==> config.mk <==
export PLATFORM = sky130hd
export DESIGN_NAME = axi4l_master_engine
export DESIGN_NICKNAME = d
export VERILOG_FILES = /design/src/rtl/axi4l_master_engine.sv
export SDC_FILE = /design/constraint.sdc
export NUM_CORES = 1
export LEC_CHECK = 0
export ABC_AREA = 0
export CAP_MARGIN = 20
export CORE_MARGIN = 1
export CORE_UTILIZATION = 43
export DETAILED_ROUTE_END_ITERATION = 7
export PLACE_DENSITY = 0.87
export SLEW_MARGIN = 20
export SYNTH_ARGS = -nofsm -noshare
export SYNTH_HDL_FRONTEND = slang
export SYNTH_SLANG_ARGS = --single-unit
export TNS_END_PERCENT = 5
==> constraint.sdc <==
create_clock -name ACLK -period 8.2 [get_ports ACLK]
set_input_delay 1.64 -clock ACLK [delete_from_list [all_inputs] [get_ports ACLK]]
set_output_delay 1.64 -clock ACLK [all_outputs]
set_load 0.02 [all_outputs]
==> src/rtl/axi4l_master_engine.sv <==
// rtl/axi4l_master_engine.sv - single-outstanding AXI4-Lite master driven by a valid/ready command port
module axi4l_master_engine #(
  parameter int ADDR_WIDTH = 32,
  parameter int DATA_WIDTH = 32
) (
  input  logic                      ACLK,
  input  logic                      ARESET,
  input  logic                      CMD_VALID,
  output logic                      CMD_READY,
  input  logic                      CMD_WRITE,
  input  logic [ADDR_WIDTH-1:0]     CMD_ADDR,
  input  logic [DATA_WIDTH-1:0]     CMD_WDATA,
  input  logic [DATA_WIDTH/8-1:0]   CMD_WSTRB,
  output logic                      RSP_VALID,
  input  logic                      RSP_READY,
  output logic                      RSP_WRITE,
  output logic [DATA_WIDTH-1:0]     RSP_RDATA,
  output logic [1:0]                RSP_RESP,
  output logic [ADDR_WIDTH-1:0]     M_AWADDR,
  output logic                      M_AWVALID,
  input  logic                      M_AWREADY,
  output logic [DATA_WIDTH-1:0]     M_WDATA,
  output logic [DATA_WIDTH/8-1:0]   M_WSTRB,
  output logic                      M_WVALID,
  input  logic                      M_WREADY,
  input  logic                      M_BVALID,
  input  logic [1:0]                M_BRESP,
  output logic                      M_BREADY,
  output logic [ADDR_WIDTH-1:0]     M_ARADDR,
  output logic                      M_ARVALID,
  input  logic                      M_ARREADY,
  input  logic                      M_RVALID,
  input  logic [DATA_WIDTH-1:0]     M_RDATA,
  input  logic [1:0]                M_RRESP,
  output logic                      M_RREADY,
  output logic                      BUSY,
  output logic [7:0]                ERR_CNT
);

  typedef enum logic [2:0] {
    IDLE    = 3'd0,
    WR_REQ  = 3'd1,
    WR_RESP = 3'd2,
    RD_REQ  = 3'd3,
    RD_RESP = 3'd4,
    RSP     = 3'd5
  } state_t;

  state_t state;

  // Commands are only taken in IDLE; held low during reset even though the state already reads IDLE
  assign CMD_READY = (state == IDLE) && !ARESET;
  assign BUSY      = (state != IDLE);

  // AW and W may each finish this edge or already be finished
  logic aw_clear;
  logic w_clear;
  assign aw_clear = !M_AWVALID || M_AWREADY;
  assign w_clear  = !M_WVALID  || M_WREADY;

  // Transaction sequencer: owns every registered bus and response output
  always_ff @(posedge ACLK or posedge ARESET) begin
    if (ARESET) begin
      state     <= IDLE;
      M_AWADDR  <= '0;
      M_AWVALID <= 1'b0;
      M_WDATA   <= '0;
      M_WSTRB   <= '0;
      M_WVALID  <= 1'b0;
      M_BREADY  <= 1'b0;
      M_ARADDR  <= '0;
      M_ARVALID <= 1'b0;
      M_RREADY  <= 1'b0;
      RSP_VALID <= 1'b0;
      RSP_WRITE <= 1'b0;
      RSP_RDATA <= '0;
      RSP_RESP  <= 2'b00;
      ERR_CNT   <= 8'd0;
    end else begin
      case (state)
        IDLE: begin
          if (CMD_VALID) begin
            if (CMD_WRITE) begin
              M_AWADDR  <= CMD_ADDR;
              M_WDATA   <= CMD_WDATA;
              M_WSTRB   <= CMD_WSTRB;
              M_AWVALID <= 1'b1;
              M_WVALID  <= 1'b1;
              state     <= WR_REQ;
            end else begin
              M_ARADDR  <= CMD_ADDR;
              M_ARVALID <= 1'b1;
              state     <= RD_REQ;
            end
          end
        end
        WR_REQ: begin
          if (M_AWVALID && M_AWREADY) M_AWVALID <= 1'b0;
          if (M_WVALID && M_WREADY)   M_WVALID  <= 1'b0;
          if (aw_clear && w_clear) begin
            M_BREADY <= 1'b1;
            state    <= WR_RESP;
          end
        end
        WR_RESP: begin
          if (M_BVALID) begin
            M_BREADY  <= 1'b0;
            RSP_WRITE <= 1'b1;
            RSP_RDATA <= '0;
            RSP_RESP  <= M_BRESP;
            RSP_VALID <= 1'b1;
            if (M_BRESP[1] && ERR_CNT != 8'hFF) ERR_CNT <= ERR_CNT + 8'd1;
            state     <= RSP;
          end
        end
        RD_REQ: begin
          if (M_ARREADY) begin
            M_ARVALID <= 1'b0;
            M_RREADY  <= 1'b1;
            state     <= RD_RESP;
          end
        end
        RD_RESP: begin
          if (M_RVALID) begin
            M_RREADY  <= 1'b0;
            RSP_WRITE <= 1'b0;
            RSP_RDATA <= M_RDATA;
            RSP_RESP  <= M_RRESP;
            RSP_VALID <= 1'b1;
            if (M_RRESP[1] && ERR_CNT != 8'hFF) ERR_CNT <= ERR_CNT + 8'd1;
            state     <= RSP;
          end
        end
        RSP: begin
          if (RSP_READY) begin
            RSP_VALID <= 1'b0;
            state     <= IDLE;
          end
        end
        default: state <= IDLE;
      endcase
    end
  end

endmodule

# After elaboration in Yosys (flattened, before gate mapping)
# Index checks and enable logic that the tools add are counted.
[totals]
ff_bits = 152
word_cells = 105
[op_classes]
n_addsub = 1
eq_ne = 18
muxes = 40
bitwise = 1
reduce_logical = 30
[ops]
columns = ["operator", "count"]
rows = [
  ["32-bit 2-to-1 mux", 2],
  ["32-bit one-hot mux with 2 select lines", 1],
  ["8-bit 2-to-1 mux", 4],
  ["2-bit inequality test, second input constant", 12],
  ["3-bit 2-to-1 mux", 6],
  ["3-bit one-hot mux with 6 select lines", 1],
  ["8-bit one-hot mux with 2 select lines", 1],
  ["4-bit AND reduction", 4],
  ["3-bit AND reduction", 5],
  ["1-bit 2-to-1 mux", 14],
  ["1-bit one-hot mux with 2 select lines", 6],
  ["2-bit nonzero test", 5],
  ["8-bit by 1-bit adder with 8-bit output, second input constant", 1],
  ["8-bit inequality test, second input constant", 1],
  ["3-bit by 2-bit equality test with 1-bit output, second input constant", 2],
  ["3-bit equality test, second input constant", 2],
  ["1-bit logical AND", 6],
  ["2-bit 2-to-1 mux", 3],
  ["6-bit AND reduction", 1],
  ["3-bit nonzero test", 2],
  ["5-bit AND reduction", 1],
  ["2-bit one-hot mux with 2 select lines", 1],
  ["3-bit by 1-bit equality test with 1-bit output, second input constant", 1],
  ["1-bit logical NOT", 3],
  ["other kinds (4)", 5],
]

# Longest topological paths before layout
# Gate-level depths: netlist of run 1.
[depth]
ltp_word = 5
depth_mapped = 7

# Least setup slack after synthesis of run 1
# Ideal clock, no wire load.
[synth_path]
path_type = "input port to output port"
start = "in ARESET"
end = "out CMD_READY"
t_arrival_ns = 1.933
required_time_ns = 6.560
slack_ns = 4.627
path_stages = 1
n_path_buf = 0
cell_sequence = "nor2_1"
[synth_via]
elab_chain_len = 2
[synth_rtl]
columns = ["item", "line_no", "source"]
rows = [
  ["start, declared", "7", "input logic ARESET,"],
  ["1-bit logical NOT (no source line)", "-", ""],
  ["1-bit logical AND", "52", "assign CMD_READY = (state == IDLE) && !ARESET;"],
  ["end, declared", "9", "output logic CMD_READY,"],
]
# No other way between the ends.

# Final worst setup path of run 1
# Ends and elaborated chain as after synthesis.

==> flow_summary.yaml, run 1 <==
pwr:
  power_density_nw_per_um2: 425
  max-vdd-ir-drop_mv: 0.257
  power.leakage_nw: 4.29
floorplan:
  die_w_um: 123
  core-area_um2: 14100
  io_pins: 265
  die_h_um: 123
  rows: 43
  initial_core_util: 0.446
  dieArea_um2: 15100
final_layout:
  final_common_cell: "clkdlybuf4s50_1"
  final_cell_mix: "264 x clkdlybuf4s50_1, 152 x dfrtp_1, 72 x nand2_1, 68 x mux2_4, 38 x o21ai_0"
  diodes: 0
  stdcell_area_um2: 9650
  syn2layout_area_growth_pct: 53.4
  nNetsFinal: 834
  layout-drive-gt1-share: 0.191
  fin_util: 0.684
worst_setup_path:
  max_stage_delay_ns: 0.62
  cp-end-kind: "output pin"
  critPathKind: "in -> out"
  cp_cell_sequence: "clkdlybuf4s50_1 -> nor2_1 -> clkdlybuf4s50_1"
  cp-start-kind: "input port"
  required_ns: 6.56
  cp.arrival_ns: 2.87
  crit_path_frequent_cell: "clkdlybuf4s50_1"
  worst-path-max-fanout: 2
  slowest_stage: "clkdlybuf4s50_1"
sta:
  finalSetupTns_ns: 0
  finalHoldViolations: 0
  fmax_mhz: 222
  tightest_slew_ns: 0.925
  min_period_ns: 4.51
  fin_hold_ws_ns: 0.477
  post-route-period-util: 0.550
  finClkSkew_ns: 0.0123
  drv_slew: 0
  setup_violations: 0
  rsz0062_at_grt: "false"
  max-slew-margin-rel: 0.383
synth:
  synth.distinct_cells: 37
  syn-cell-area_um2: 6290
  synth_seq_cells: 152
  yosysTopAreaCell: "dfrtp_1"
  synth_top_family_by_area: "multiplexers"
  synthDominantCellAreaShare: 0.605
  synth-simple-area-share: 0.0714
  synth-xor-area-share: 0.00975
  synth_compound_area_frac: 0.0531
  ys_seq_area_frac: 0.605
  synth-adder-area-share: 0.00199
  syn_area_per_cell_um2: 13.7
  postSynthNetCount: 573
  synth_warnings: 0
  synthTopCellsByArea: "dfrtp_1 60%, mux2_4 16%, mux2_2 5.9%"
  synthMuxAreaShare: 0.226
  netlist_instances: 458
global_routing:
  grt_pass1_vias: 4687
  overflow: 0
  grt_use_total: 0.214
  antenna_found_initial: 0
  grt_first_pass_wirelength_um: 24300
  grt_max_degree: 79
outcome:
  status: "completed"
drt:
  via_per_inst: 5.02
  vias: 4581
  wire_per_inst_um: 17.5
  drt-total-wl_um: 15900
  drt-initial-drc-count: 171
  route.detailed.drc: 0
  ant_nets: 0
  drt_pass1_iterations: 4
clock_tree:
  hold_buffers: 0
  clockBufferDepth: 2
  cts.sinks: 152
  htree_levels: 4
  cts_resized: 0
  clock_latency_ns: 0.41
  cts-root-buf: "clkbuf_16"
  cts_tree: "built"
  postCtsSetupRepairBufs: 0
  path_clk_slew_ns: 0.06
  cts_buffers: 17
placed_design:
  gp_congestion: 0.794
  portBuffers: 264
  post_dp_cell_area_um2: 9040
  hpwlAfterDp_um: 11400
worst_hold_path:
  hp-class: "reg -> reg"
job:
  cap_violations: 0
-- state kept, by name, indices dropped and copies added, names as in the netlist --
register and count:
ERR_CNT 8, M_ARADDR 32, M_ARVALID 1, M_AWADDR 32, M_AWVALID 1, M_BREADY 1
M_RREADY 1, M_WDATA 32, M_WSTRB 4, M_WVALID 1, RSP_RDATA 32, RSP_RESP 2
RSP_VALID 1, RSP_WRITE 1, state 3
-- layer usage --
layer / routed length (µm) / global-route usage / vias up
met2: 8120 / 0.371 / 185
met5: 0 / 0 / -
met4: 312 / 0.0755 / 0
met3: 1260 / 0.0775 / 23
met1: 6250 / 0.243 / 2272
li1: - / - / 2101
-- cells in the mapped netlist, drive strengths merged --
library cell	count
dfrtp	152
mux2	101
nand2	72
o21ai	38
buf	13
clkbuf	13
inv	10
xnor2	7
nor2	6
a21oi	5
a21o	4
mux2i	3
nand2b	3
nand3	3
nand4	3
a221oi	2
a31oi	2
and3	2
nand3b	2
nand4b	2
nor2b	2
or3	2
a211o	1
a2bb2oi	1
a32oi	1
and2	1
and3b	1
and4	1
ha	1
nor3	1
o2111ai	1
o221ai	1
o2bb2ai	1
-- power breakdown --
part           internal, mW  leakage, nW  switching [mW]
Sequential             1.11         1.89           0.240
Combinational          1.05         2.12           0.908
Clock                 0.483        0.285           0.317
Total                  2.64         4.29            1.46
-- final timing paths --
check | from | to | slack [ns] | cells after the start
max | ARESET | CMD_READY | 3.69 | 3
min in group asynchronous | ARESET | RSP_WRITE | 1.75 | 2
min | RSP_RDATA[19] | RSP_RDATA[19] | 0.48 | 2
min reg2reg | RSP_RDATA[19] | RSP_RDATA[19] | 0.48 | 2
max reg2reg | state[0] | M_AWADDR[12] | 5.37 | 4
max in group asynchronous | ARESET | M_AWADDR[26] | 5.02 | 3
-- cell type report --
class	instances	area, µm²
Timing Repair Buffer	268	2670
Inverter	10	42.5
Tap cell	180	225
Fill cell	964	4450
Multi-Input combinational cell	270	2300
Clock buffer	19	433
Clock inverter	13	170
Sequential cell	152	3800
-- through the flow --
stage	worst slack, ns	power, mW	std cells
after floorplan	2.47	2.38	458
after global placement	3.69	3.24	880
after detailed placement	3.68	3.31	880
after CTS	3.68	4.14	912
after global routing	3.65	4.30	912
final	3.69	4.10	912
-- worst max-delay path: cells and delay by family --
family / cells / cell delay, ns
and+or+nand+nor: 1 / 0.13
buffers and inverters: 2 / 1.10
-- cell families after synthesis --
group / after synthesis
flops: 152
mux: 104
simple gates: 101
compound gates: 57
buf+inv: 36
xor+xnor: 7
fa+ha+maj: 1
Note: power is estimated with default switching activity, not from simulation.
==> inputs of run 2 (changes only) <==
==> constraint.sdc (replaced) <==
create_clock -name ACLK -period 4.3 [get_ports ACLK]
set_input_delay 0.86 -clock ACLK [delete_from_list [all_inputs] [get_ports ACLK]]
set_output_delay 0.86 -clock ACLK [all_outputs]
set_load 0.02 [all_outputs]
==> run 2 against run 1 <==
  * First-iteration DRC count grew 6.4%
  * Largest cell class unchanged
  * Sequential share of layout area shrank 0.051 points
  * Critical path type is now reg -> out
  * Non-clock buffer count grew 3
==> flow_summary.yaml, run 2 (same netlist as run 1, synthesis figures left out) <==
drt:
  route.detailed.drc: 0
  wire_per_inst_um: 17.5
  drt-initial-drc-count: 182
  vias: 4561
  met1Wirelength_um: 5940
  via_per_inst: 4.98
  ant_nets: 0
  drt_pass1_iterations: 4
  wl_met2_um: 8420
  wl_met3_um: 1170
  drt-total-wl_um: 16000
  top_layer: "met4"
global_routing:
  grt_pass1_vias: 4753
  grt_use_total: 0.217
  grt_first_pass_wirelength_um: 24500
  overflow: 0
  antenna_found_initial: 0
  grt_max_degree: 69
worst_hold_path:
  min_to: "M_ARVALID"
  worst_hold_startpoint: "M_ARVALID"
  hold_depth: 1
  hp-class: "reg -> reg"
worst_setup_path:
  required_ns: 3.44
  slowest_stage: "clkdlybuf4s50_1"
  cp-start-kind: "flip-flop"
  reg2reg_slack_ns: 1.87
  critPathKind: "reg -> out"
  cp_cell_sequence: "or3_1 -> nor2_1 -> clkdlybuf4s50_1"
  max_stage_delay_ns: 0.61
  cp-end-kind: "output pin"
  regToRegEndpoint: "M_WSTRB[3]"
  reg2reg_depth: 4
  timing.rr.start: "state[0]"
  worst-path-max-fanout: 18
  cp.arrival_ns: 2.24
floorplan:
  rows: 43
  dieArea_um2: 15100
  die_w_um: 123
  initial_core_util: 0.446
  io_pins: 265
  die_h_um: 123
  core-area_um2: 14100
sta:
  finalSetupTns_ns: 0
  tightest_slew_ns: 0.560
  rsz0062_at_grt: "false"
  setup_slack_ns: 1.20
  post-route-period-util: 0.721
  max-slew-margin-rel: 0.627
  finalHoldViolations: 0
  min_period_ns: 3.10
  fmax_mhz: 323
  finClkSkew_ns: 0.00916
  drv_slew: 0
  setup_violations: 0
placed_design:
  portBuffers: 264
  gp_congestion: 0.814
  place_ws_ns: 1.40
  hpwlAfterDp_um: 11500
clock_tree:
  clockBufferDepth: 2
  path_clk_slew_ns: 0.06
  cts_buffers: 17
  hold_buffers: 0
  cts.sinks: 152
  clock_latency_ns: 0.42
  cts-root-buf: "clkbuf_16"
  cts_resized: 0
  cts_tree: "built"
  htree_levels: 4
  postCtsSetupRepairBufs: 0
outcome:
  status: "completed"
final_layout:
  layout-drive-gt1-share: 0.193
  syn2layout_area_growth_pct: 53.6
  final_common_cell: "clkdlybuf4s50_1"
  diodes: 0
  nNetsFinal: 837
  final_cell_mix: "264 x clkdlybuf4s50_1, 152 x dfrtp_1, 72 x nand2_1, 68 x mux2_4, 38 x o21ai_0"
pwr:
  max-vdd-ir-drop_mv: 0.442
  switching_share: 0.357
  comb_power_share: 0.482
  internal_power_mw: 4.99
  clkPwrFrac: 0.187
  power_density_nw_per_um2: 803
  power.leakage_nw: 4.30
  seq_power_share: 0.332
  netSwitchingPower_mw: 2.77
job:
  cap_violations: 0
[run 2: how the worst max path moves through the flow]
stage | from | to | slack (ns)
floorplan | ARESET | ERR_CNT[0] | 1.52
global placement | ARESET | CMD_READY | 1.37
detailed placement | ARESET | CMD_READY | 1.40
CTS | state[0] | CMD_READY | 1.18
global route | state[0] | CMD_READY | 1.08
finish | state[0] | CMD_READY | 1.20
[run 2: routing by layer]
metal | track usage | vias up
met5 | 0 | -
met4 | 0.104 | 0
met3 | 0.0673 | 33
met2 | 0.384 | 177
met1 | 0.234 | 2253
li1 | - | 2098
[run 2: area by class of cell]
cell class / instances / area, µm²
clock buffer: 21 / 450
clock inverter: 11 / 124
fill: 984 / 4440
inverter: 10 / 41.3
multi-input combinational: 270 / 2290
sequential: 152 / 3800
tap: 180 / 225
timing repair buffer: 271 / 2720
[run 2: power groups by stage]
stage	clock (mW)	sequential (mW)	combinational, mW
floorplan	0	3.31	1.23
global placement	0	2.53	3.66
detailed placement	0	2.58	3.75
CTS	1.48	2.58	3.77
global route	1.54	2.66	3.94
finish	1.45	2.57	3.74
[run 2: through the flow]
stage	hold slack, ns	cells	total power, mW	util	instance area, µm²
after CTS	0.480	915	7.82	0.685	9660
after detailed placement	0.466	883	6.32	0.644	9080
final	0.476	915	7.76	0.685	9660
after global routing	0.506	915	8.14	0.685	9660
after global placement	0.460	883	6.19	0.644	9080
after floorplan	0.589	458	4.55	-	6290
[run 2: worst max-delay path, delay by kind of cell, from the launching register on]
kind,cells,cell delay [ns]
flops,1,0.57
simple gates,2,0.66
buf+inv,1,0.61
==> inputs of run 3 (changes only) <==
--- a/config.mk
+++ b/config.mk
@@ -8,9 +8,9 @@
 export ABC_AREA = 0
 export CAP_MARGIN = 20
 export CORE_MARGIN = 1
-export CORE_UTILIZATION = 43
+export CORE_UTILIZATION = 39
 export DETAILED_ROUTE_END_ITERATION = 7
-export PLACE_DENSITY = 0.87
+export PLACE_DENSITY = 0.83
 export SLEW_MARGIN = 20
 export SYNTH_ARGS = -nofsm -noshare
 export SYNTH_HDL_FRONTEND = slang
==> constraint.sdc (replaced) <==
create_clock -name ACLK -period 2.55 [get_ports ACLK]
set_input_delay 0.51 -clock ACLK [delete_from_list [all_inputs] [get_ports ACLK]]
set_output_delay 0.51 -clock ACLK [all_outputs]
set_load 0.02 [all_outputs]
==> run 3 against run 2 <==
  * Clock skew is essentially flat
  * Critical path depth shrank 1
  * Die area is 10% higher
  * Global-route usage shrank 1.5 points
  * Via count up 1.4%
  * Clock power increased by 66%
  * Worst hold slack better by 0.012 ns
  * Power increased by 69%
  * Non-clock buffer count up 9
  * First-iteration DRC count fell by 7.1%
  * Critical endpoint is now BUSY
==> flow_summary.yaml, run 3 (same netlist as run 1, synthesis figures left out) <==
pwr:
  internal_power_mw: 8.44
  comb_power_share: 0.490
  power.leakage_nw: 4.38
  clkPwrFrac: 0.183
  finalPower_mw: 13.1
  netSwitchingPower_mw: 4.69
  max-vdd-ir-drop_mv: 0.780
  power_density_nw_per_um2: 1330
  switching_share: 0.357
  seq_power_share: 0.327
sta:
  min_period_ns: 2.35
  post-route-period-util: 0.920
  tightest_slew_ns: 0.693
  finalSetupTns_ns: 0
  setup_violations: 0
  fin_hold_ws_ns: 0.488
  fmax_mhz: 426
  drv_slew: 0
  finClkSkew_ns: 0.00916
  max-slew-margin-rel: 0.537
  setup_slack_ns: 0.204
  rsz0062_at_grt: "false"
  finalHoldViolations: 0
final_layout:
  multiInputGateArea_um2: 2290
  final_cell_mix: "263 x clkdlybuf4s50_1, 152 x dfrtp_1, 72 x nand2_1, 68 x mux2_4, 38 x o21ai_0"
  seqCellArea_um2: 3800
  syn2layout_area_growth_pct: 56.5
  nNetsFinal: 846
  fin_util: 0.622
  fillCellCount: 1195
  diodes: 0
  final_common_cell: "clkdlybuf4s50_1"
  layout-drive-gt1-share: 0.202
placed_design:
  place_ws_ns: 0.233
  hpwlAfterDp_um: 12200
  gp_congestion: 0.812
  portBuffers: 264
floorplan:
  rows: 46
  initial_core_util: 0.397
  core-area_um2: 15800
  die_h_um: 129
  die_w_um: 129
  io_pins: 265
  dieArea_um2: 16600
drt:
  met1Wirelength_um: 6430
  drt_pass1_iterations: 5
  drt-initial-drc-count: 169
  wire_per_inst_um: 17.0
  vias: 4623
  ant_nets: 0
  wl_met2_um: 8490
  route.detailed.drc: 0
  via_per_inst: 4.82
  drt-total-wl_um: 16300
  wl_met3_um: 952
  top_layer: "met4"
clock_tree:
  cts-root-buf: "clkbuf_16"
  htree_levels: 4
  path_clk_slew_ns: 0.06
  postCtsSetupRepairBufs: 0
  cts_tree: "built"
  clockBufferDepth: 2
  hold_buffers: 0
  clock_latency_ns: 0.41
  cts_buffers: 17
  cts_resized: 0
  cts.sinks: 152
worst_setup_path:
  reg2reg_slack_ns: 0.52
  regToRegEndpoint: "M_AWADDR[15]"
  reg2reg_depth: 4
  worstSetupStartpoint: "state[0]"
  cp-start-kind: "flip-flop"
  required_ns: 2.04
  timing.rr.start: "state[0]"
  cp.arrival_ns: 1.84
  worst-path-max-fanout: 4
  cp-end-kind: "output pin"
  critPathKind: "reg -> out"
global_routing:
  antenna_found_initial: 0
  grt_use_total: 0.201
  overflow: 0
  grt_pass1_vias: 4890
  grt_first_pass_wirelength_um: 25500
  grt_max_degree: 69
worst_hold_path:
  min_to: "RSP_RDATA[6]"
  hp-class: "reg -> reg"
  worst_hold_startpoint: "RSP_RDATA[6]"
  hold_depth: 2
job:
  cap_violations: 0
outcome:
  status: "completed"
## run 3: cell types whose count changed in the layout (fill, tap and decap cells not counted), sizes merged
cell | previous run | this run
clkdlybuf4s50 | 264 | 263
clkinvlp | 4 | 5
clkinv | 5 | 4
dlymetal6s2s | 0 | 1
buf | 7 | 16
clkbuf | 21 | 20
## run 3: power groups by stage
stage          logic (mW)  registers [mW]  clock network (mW)
2_1_floorplan        2.08            5.59                   0
3_3_place_gp         6.28            4.23                   0
3_5_place_dp         6.47            4.30                   0
4_1_cts              6.49            4.29                2.47
5_1_grt              6.80            4.42                2.57
6_report             6.43            4.29                2.40
## run 3: area by class of cell
type	count	share of cell area
clock buffer	20	0.0444
clock inverter	11	0.0128
inverter	10	0.00420
multi-input combinational	270	0.233
sequential	152	0.387
tap	216	0.0275
timing repair buffer	280	0.291
## run 3: worst max-delay path, stage by stage, from the launching register on
cell             delay, ns
dfrtp_1               0.37
or3_1                 0.48
clkdlybuf4s50_1       0.58
## run 3: metal layers
layer | up-vias | track usage
met1 | 2275 | 0.237
met5 | - | 0
met3 | 38 | 0.0462
met2 | 192 | 0.348
li1 | 2118 | -
met4 | 0 | 0.0969
## run 3: worst max-delay path by stage
stage | end | slack, ns | cells after the start
after global routing | BUSY | 0.11 | 2
after CTS | CMD_READY | 0.02 | 3
after detailed placement | M_WDATA[26] | 0.23 | 5
after global placement | M_WDATA[11] | 0.26 | 5
final | BUSY | 0.20 | 2
after floorplan | ERR_CNT[0] | 0.12 | 1
## run 3: through the flow
stage / instance area (µm²) / std cells
final: 9840 / 959
after global routing: 9840 / 959
after CTS: 9830 / 959
after detailed placement: 9270 / 928
after global placement: 9270 / 928
after floorplan: 6290 / 458
